===== config.mk =====
export PLATFORM = sky130hd
export DESIGN_NAME = sd_cmd_responder
export DESIGN_NICKNAME = d
export VERILOG_FILES = /design/src/rtl/sd_cmd_responder.sv
export SDC_FILE = /design/constraint.sdc
export NUM_CORES = 1
export LEC_CHECK = 0
export BUFFER_PORTS_ARGS = -buffer_cell sky130_fd_sc_hd__buf_2
export CAP_MARGIN = 20
export CORE_ASPECT_RATIO = 1.1
export CORE_MARGIN = 2
export CORE_UTILIZATION = 52
export DETAILED_ROUTE_END_ITERATION = 8
export GPL_ROUTABILITY_DRIVEN = 0
export PLACE_DENSITY_LB_ADDON = 0.2
export RECOVER_POWER = 50
export SYNTH_ARGS = -nofsm -noshare
export SYNTH_HDL_FRONTEND = slang
export SYNTH_SLANG_ARGS = --single-unit

===== constraint.sdc =====
create_clock -name iclk -period 1.8 [get_ports iclk]
set_clock_uncertainty 0.1 [all_clocks]
set_input_delay 0.18 -clock iclk [delete_from_list [all_inputs] [get_ports iclk]]
set_output_delay 0.18 -clock iclk [all_outputs]
set_load 0.02 [all_outputs]

===== src/rtl/sd_cmd_responder.sv =====
// Card-side SD CMD endpoint: receives 48-bit host commands and serialises a 48-bit short response.
// Define SD_CMD_CRC_CHECK_EN to check received CRC7 and generate response CRC7; otherwise the CRC field is 7'h7F.
//
// state | meaning
// IDLE  | line released, waiting for a start bit
// RX    | shifting in the remaining 47 frame bits
// CHECK | one cycle to classify the received frame
// WAIT  | command accepted, counting toward NCR / timeout
// TX    | driving the 48 response bits MSB first
module sd_cmd_responder #(
    parameter int NCR         = 2,
    parameter int NCR_TIMEOUT = 64
) (
    input  logic        iclk,
    input  logic        irst,
    input  logic        icmd_sd,
    output logic        ocmd_sd,
    output logic        ocmd_oe,
    output logic [5:0]  ocmd_index,
    output logic [31:0] ocmd_arg,
    output logic        ocmd_valid,
    output logic        ocrc_fail,
    output logic        oframe_err,
    input  logic        irespond,
    input  logic        iskip,
    input  logic [5:0]  iresp_index,
    input  logic [31:0] iresp_arg,
    output logic        obusy
);

    localparam int             CW    = $clog2(NCR_TIMEOUT + 1);
    localparam logic [CW-1:0]  NCR_C = CW'(NCR);
    localparam logic [CW-1:0]  TMO_C = CW'(NCR_TIMEOUT);

    localparam logic [2:0] S_IDLE  = 3'd0;
    localparam logic [2:0] S_RX    = 3'd1;
    localparam logic [2:0] S_CHECK = 3'd2;
    localparam logic [2:0] S_WAIT  = 3'd3;
    localparam logic [2:0] S_TX    = 3'd4;

    logic [2:0]    state_q, state_d;
    logic [5:0]    bit_cnt_q, bit_cnt_d;
    logic [46:0]   rx_q, rx_d;          // start bit is implicit, frame bits [46:0]
    logic [CW-1:0] wcnt_q, wcnt_d;
    logic          resp_vld_q, resp_vld_d;
    logic [47:0]   tx_q, tx_d;
    logic [5:0]    index_q, index_d;
    logic [31:0]   arg_q, arg_d;
    logic          valid_q, valid_d;
    logic          ferr_q, ferr_d;
    logic [6:0]    resp_crc;
    logic          resp_now;

`ifdef SD_CMD_CRC_CHECK_EN
    logic crcf_q, crcf_d;
    logic rx_crc_ok;

    function automatic logic [6:0] crc7(input logic [39:0] data);
        logic [6:0] c;
        logic       fb;
        c = 7'h00;
        for (int i = 39; i >= 0; i--) begin
            fb = data[i] ^ c[6];
            c  = {c[5:0], 1'b0};
            if (fb) c = c ^ 7'h09;
        end
        return c;
    endfunction

    assign resp_crc  = crc7({2'b00, iresp_index, iresp_arg});
    assign rx_crc_ok = (crc7({1'b0, rx_q[46:8]}) == rx_q[7:1]);
    assign ocrc_fail = crcf_q;
`else
    assign resp_crc  = 7'h7F;
    assign ocrc_fail = 1'b0;
`endif

    assign resp_now = resp_vld_q | irespond;

    always_comb begin
        state_d    = state_q;
        bit_cnt_d  = bit_cnt_q;
        rx_d       = rx_q;
        wcnt_d     = wcnt_q;
        resp_vld_d = resp_vld_q;
        tx_d       = tx_q;
        index_d    = index_q;
        arg_d      = arg_q;
        valid_d    = 1'b0;
        ferr_d     = 1'b0;
`ifdef SD_CMD_CRC_CHECK_EN
        crcf_d     = 1'b0;
`endif
        case (state_q)
            S_IDLE: begin
                if (!icmd_sd) begin
                    state_d   = S_RX;
                    bit_cnt_d = 6'd1;
                end
            end
            S_RX: begin
                rx_d      = {rx_q[45:0], icmd_sd};
                bit_cnt_d = bit_cnt_q + 6'd1;
                if (bit_cnt_q == 6'd47) state_d = S_CHECK;
            end
            S_CHECK: begin
                state_d    = S_IDLE;
                resp_vld_d = 1'b0;
                if (!rx_q[0]) begin
                    ferr_d = 1'b1;
                end else if (!rx_q[46]) begin
                    // another card's response on a shared line: ignore it
                    state_d = S_IDLE;
`ifdef SD_CMD_CRC_CHECK_EN
                end else if (!rx_crc_ok) begin
                    crcf_d = 1'b1;
`endif
                end else begin
                    index_d = rx_q[45:40];
                    arg_d   = rx_q[39:8];
                    valid_d = 1'b1;
                    wcnt_d  = CW'(1);
                    state_d = S_WAIT;
                end
            end
            S_WAIT: begin
                wcnt_d = wcnt_q + CW'(1);
                if (iskip) begin
                    state_d = S_IDLE;
                end else begin
                    if (irespond) begin
                        resp_vld_d = 1'b1;
                        tx_d       = {2'b00, iresp_index, iresp_arg, resp_crc, 1'b1};
                    end
                    // wcnt_d is the count of the cycle that would carry the start bit
                    if (resp_now && (wcnt_d >= NCR_C)) begin
                        state_d   = S_TX;
                        bit_cnt_d = 6'd0;
                    end else if (!resp_now && (wcnt_d == TMO_C)) begin
                        state_d = S_IDLE;
                    end
                end
            end
            S_TX: begin
                tx_d      = {tx_q[46:0], 1'b1};
                bit_cnt_d = bit_cnt_q + 6'd1;
                if (bit_cnt_q == 6'd47) state_d = S_IDLE;
            end
            default: state_d = S_IDLE;
        endcase
    end

    always_ff @(posedge iclk or negedge irst) begin
        if (!irst) begin
            state_q    <= S_IDLE;
            bit_cnt_q  <= 6'd0;
            rx_q       <= 47'd0;
            wcnt_q     <= '0;
            resp_vld_q <= 1'b0;
            tx_q       <= 48'd0;
            index_q    <= 6'd0;
            arg_q      <= 32'd0;
            valid_q    <= 1'b0;
            ferr_q     <= 1'b0;
`ifdef SD_CMD_CRC_CHECK_EN
            crcf_q     <= 1'b0;
`endif
        end else begin
            state_q    <= state_d;
            bit_cnt_q  <= bit_cnt_d;
            rx_q       <= rx_d;
            wcnt_q     <= wcnt_d;
            resp_vld_q <= resp_vld_d;
            tx_q       <= tx_d;
            index_q    <= index_d;
            arg_q      <= arg_d;
            valid_q    <= valid_d;
            ferr_q     <= ferr_d;
`ifdef SD_CMD_CRC_CHECK_EN
            crcf_q     <= crcf_d;
`endif
        end
    end

    assign ocmd_oe    = (state_q == S_TX);
    assign ocmd_sd    = ocmd_oe ? tx_q[47] : 1'b1;
    assign obusy      = (state_q != S_IDLE);
    assign ocmd_index = index_q;
    assign ocmd_arg   = arg_q;
    assign ocmd_valid = valid_q;
    assign oframe_err = ferr_q;

endmodule


Word level (Yosys, flattened, before mapping)
Cells that the tools add are included.
- bits in registers: 152
- output and inout port bits: 44
- logic and storage cells: 72
- add/subtract/negate cells: 2
- order comparisons: 1
- equality and inequality tests: 15
- mux-type cells: 28
- bitwise logic cells: 1
- reduce and logical (&&, ||, !) cells: 15
- operators by type and width (cell ; number):
    48-bit 2-to-1 mux ; 2
    48-bit case mux with 2 select lines ; 1
    3-bit 2-to-1 mux ; 6
    6-bit 2-to-1 mux ; 3
    6-bit case mux with 3 select lines ; 1
    3-bit case mux with 5 select lines ; 1
    7-bit 2-to-1 mux ; 2
    2-bit != test (second input constant) ; 7
    7-bit case mux with 2 select lines ; 1
    3-bit AND reduction ; 4
    1-bit 2-to-1 mux ; 8
    4-bit AND reduction ; 2
    7-bit by 1-bit adder with 7-bit output (second input constant) ; 1
    7-bit == test (second input constant) ; 1
    7-bit by 2-bit greater-or-equal comparator with 1-bit output (second input constant) ; 1
    6-bit by 1-bit adder with 6-bit output (second input constant) ; 1
    3-bit by 2-bit == test with 1-bit output (second input constant) ; 2
    6-bit == test (second input constant) ; 1
    3-bit nonzero test ; 2
    2-bit 2-to-1 mux ; 2
    4-bit != test (second input constant) ; 1
    2-bit nonzero test ; 2
    3-bit by 1-bit == test with 1-bit output (second input constant) ; 1
    3-bit == test (second input constant) ; 1
    other kinds (7) ; 8

Depth between registers and ports, before layout
- word-level depth: 7
- gate-level depth with buffers: 8

Worst setup path before layout
Ideal clock, no wire load.
- path type: reg-to-reg
- start point: register wcnt_q[0]
- end point: register bit_cnt_q[2]
- library setup time: 0.124 ns
- data arrival time: 1.699 ns
- required time: 1.576 ns
- path slack: -0.123 ns
- stages on the path, launching flop included: 7
- path buffers: 0
- clock period less this slack: 1.923 ns
- cell sequence: dfrtp_1 -> ha_1 -> and2_1 -> a21oi_4 -> o31ai_4 -> a41o_1 -> a211o_1
- longest elaborated chain between the ends: 5
- ends and longest elaborated chain (element ; line ; text):
    from (decl) ; 44 ; logic [CW-1:0] wcnt_q, wcnt_d;
    from (signal assigned) ; 172 ; wcnt_q <= wcnt_d;
    7-bit by 1-bit adder with 7-bit output ; 127 ; wcnt_d = wcnt_q + CW'(1);
    7-bit by 2-bit greater-or-equal comparator with 1-bit output ; 136 ; if (resp_now && (wcnt_d >= NCR_C)) begin
    1-bit logical AND ; 136 ;
    2-bit != test (no source line) ; n/a ;
    4-bit AND reduction (no source line) ; n/a ;
    to (signal assigned) ; 170 ; bit_cnt_q <= bit_cnt_d;
    to (decl) ; 42 ; logic [5:0] bit_cnt_q, bit_cnt_d;
No other way between the ends.
A chain may end at the register's enable or synchronous reset.

Final worst setup path
- start point: register state_q[1]
- end point: output obusy
- longest elaborated chain between the ends: 1
- ends and longest elaborated chain (element ; line ; text):
    from (decl) ; 41 ; logic [2:0] state_q, state_d;
    from (signal assigned) ; 169 ; state_q <= state_d;
    3-bit nonzero test ; 187 ; assign obusy = (state_q != S_IDLE);
    to (decl) ; 28 ; output logic obusy
No other way between the ends.

==> impl_metrics.toml <==
[worst_setup_path]
worst_r2r_path_depth = 6
worst-r2r-setup-slack_ps = 30
cp_slowest_stage_delay_ps = 420
crit_path_start_kind = "register"
worst-endpoint-required_ps = 1520
r2r-end = "bit_cnt_q[4]"
sort_of_element_at_the_end_of_the_critical_path = "output pin"
slowest_stage = "dfrtp_1"
critical_path_class = "reg2out"
cp_max_fo = 5
timing.critical_path.mode_cell = "buf_6"
worst_ep_arrival_time_ps = 1500
cp_cell_sequence = "buf_6 -> or3_4 -> buf_6"
r2r-start = "wcnt_q[1]"

[pwr]
combPwrFrac = 0.044
power_density_nw_per_um2 = 849
p_seq_frac = 0.478
worst_ir_drop_vdd_mv = 0.602
finalPower_mw = 7.17
cell_internal_pwr_mw = 5.70
power.net_switching_mw = 1.47
power.static_leakage_nw = 4.03
power.share.switching = 0.205
clock_power_share = 0.478

[sta]
timing.final.hold_violations = 0
timing.final.crit_share = 0.989
grt_setup_unrepaired = "true"
final-setup-viol-count = 0
finalMaxSlewViolations = 0
max_slew.worst_pin.slew_ps = 987
final.min_clock_period_ps = 1780
postLayoutSetupSlackWorst_ps = 19.8
fmax_ghz = 0.562
slew-limit-headroom = 0.342

[grt]
globalRouteOverflowTotal = 0
grt_use_met2 = 0.359
grt_max_degree = 55
gr-usage-met1 = 0.256
grt_pass1_wl_um = 22400
number_of_global_route_vias_before_repair = 4716
number_of_antenna_violations_at_the_first_check_in_global_routing = 0
busiest_layer = "met2"
grtUsageMet3 = 0.0547
grt_usage = 0.207

[logic_synthesis]
synth.distinct_cells = 52
count_of_state_elements_after_synthesis = 152
synth_top_area_cell = "dfrtp_1"
synth.top_cells.by_area = "dfrtp_1, mux2_2, nand2_1"
netlist_area_sq_um = 6560
synth_largest_type_area_fraction = 0.580
avgSynthCellArea_sq_um = 12.0
synth_cells = 547
synthesis.nets = 594
synthTopCellsByCount = "dfrtp_1, nand2_1, mux2_2"
asyncSetResetFlopFracSynth = 1.00
yosysMostFrequentCell = "dfrtp_1"
yosysSeqAreaShare = 0.580
count_of_flip_flops_with_a_built_in_enable_after_synthesis = 0
postSynth.topFlopCell = "dfrtp_1"
synth.yosys.warnings = 0

[floorplanning]
start_util = 0.526
chipWidth_um = 111
die_height_um = 122
design.die.area_sq_um = 13500
io_pins = 87
core_region_area_sq_um = 12500
fp-row-count = 43

[min_path]
holdPathEnd = "tx_q[0]"
worstHoldPathCells = 3
hold_path_class = "in2reg"
hold_path_startpoint = "irespond"

[outcome]
status = "finished, final reports clean"

[final_layout]
insertedDiodeCount = 0
post-route-util = 0.677
p_r_area_growth_vs_syn_pct = 28.7
layout-drive-gt1-share = 0.345
layout.filler_cells = 953
number_of_nets_at_the_end_of_the_flow = 747
final_design_area_excluding_fillers_sq_um = 8450

[placement]
place_ws_ps = -52.8
placedInstanceArea_sq_um = 7320
io_buffer_count = 85
detailed_place_hpwl_um = 8560

[flow_run]
drv.max_cap_violation_count = 0

[clock_network]
tritoncts_clock_tree = "built"
cts.reportedPaths.clkPinSlew_ps = 60
clk_root_buffer_cell = "clkbuf_16"
clock_insertion_delay_worst_skew_ps = 410
cts_made_buffers = 17
numClockSinks = 152
cts-root-to-sink-buffers = 2
cts.htree.levels = 4

[routing]
drc = 0
drt_first_pass_iters = 4
route.final.wire_length_um = 13600
dr.first_iter.drc_count = 379
viasPerCell = 5.36
wl_per_cell_um = 15.6
num_vias = 4652
antenna_violating_nets_post_route = 0
[registers in the layout, summed over array words and instances, names as in the netlist, 3 cells and up]
signal,cells
tx_q,48
rx_q,47
ocmd_arg,32
wcnt_q,7
bit_cnt_q,6
ocmd_index,6
state_q,3
[critical path: cells and delay by family, from the launching register on]
| kind | cells | cell delay [ps] |
|---|---|---|
| buffers and inverters | 2 | 290 |
| flip-flops | 1 | 420 |
| AND/OR/NAND/NOR | 1 | 380 |
[metal layers]
| layer | vias to the layer above | share of wire |
|---|---|---|
| li1 | 2210 | - |
| met1 | 2318 | 0.43 |
| met2 | 105 | 0.52 |
| met3 | 19 | 0.037 |
| met4 | 0 | 0.013 |
| met5 | - | 0 |
[through the flow]
stage               instances  setup TNS, ps  hold slack, ps
global placement          788          -4.47            11.3
floorplan                 547              0            -216
global route              868           -233            35.3
detailed placement        788           -141            18.3
CTS                       864          -13.3            16.8
finish                    868              0            34.6
[power groups by stage]
stage | Combinational [mW] | Clock [mW] | Sequential [mW]
floorplan | 0.0908 | 0 | 3.49
global placement | 0.242 | 0 | 3.49
detailed placement | 0.247 | 0 | 3.49
CTS | 0.321 | 3.52 | 3.43
global route | 0.353 | 3.66 | 3.43
finish | 0.315 | 3.43 | 3.43
[placed cells by master, fill, tap and decap left out, types with 3 or more instances in the layout]
cell type      instances
a211o_1                3
a21oi_1                3
a22o_1                 3
a31oi_1               31
a31oi_2               10
and3_1                 5
buf_12                 7
buf_2                 66
buf_4                 28
buf_6                  5
clkbuf_1              17
clkbuf_16             19
clkbuf_8               3
clkinv_2               5
dfrtp_1              147
dfrtp_2                5
dlygate4sd3_1         40
ha_1                   3
mux2_1                28
mux2_2                57
nand2_1               92
nand2b_1               5
nand3_1                6
nor2_1                35
nor2_2                13
nor2b_1                3
nor3_1                 4
o21ai_0               11
o22a_1                 7
[worst max-delay path by stage]
stage               startpoint  depth (start not counted)            to  slack, ps
floorplan            wcnt_q[0]                          6  bit_cnt_q[2]         10
global placement     wcnt_q[0]                          6  bit_cnt_q[2]         -2
detailed placement   wcnt_q[0]                          6  bit_cnt_q[4]        -50
CTS                 state_q[1]                          3         obusy        -10
global route         wcnt_q[0]                          6    state_q[2]        -40
finish              state_q[1]                          3         obusy         20
[cells by family after synthesis]
logic type | Yosys count | share of synthesized area
fa+ha+maj | 4 | 0.00763
other cells | 1 | 0.000571
mux | 86 | 0.147
xor+xnor | 2 | 0.00267
buf+inv | 36 | 0.0362
flops | 152 | 0.580
compound gates | 84 | 0.100
simple gates | 182 | 0.126
[layout make-up]
type                       instances  area (sq um)  area share
clock buffer                      21           470      0.0557
inverter                           3          11.3     0.00133
multi-input combinational        359          2580       0.306
sequential                       152          3810       0.451
tap                              157           196      0.0233
timing repair buffer             167          1270       0.151
clock inverter                     9           101      0.0120
[what timing repair did]
action,CTS,global route
gates resized for setup,14,11
pin swaps,8,2
endpoints found under the setup margin,6,131
endpoints found under the hold margin,191,0
hold buffers,40,0
setup buffers,6,2
cloned,0,2
Power figures use the tool's default switching activity.
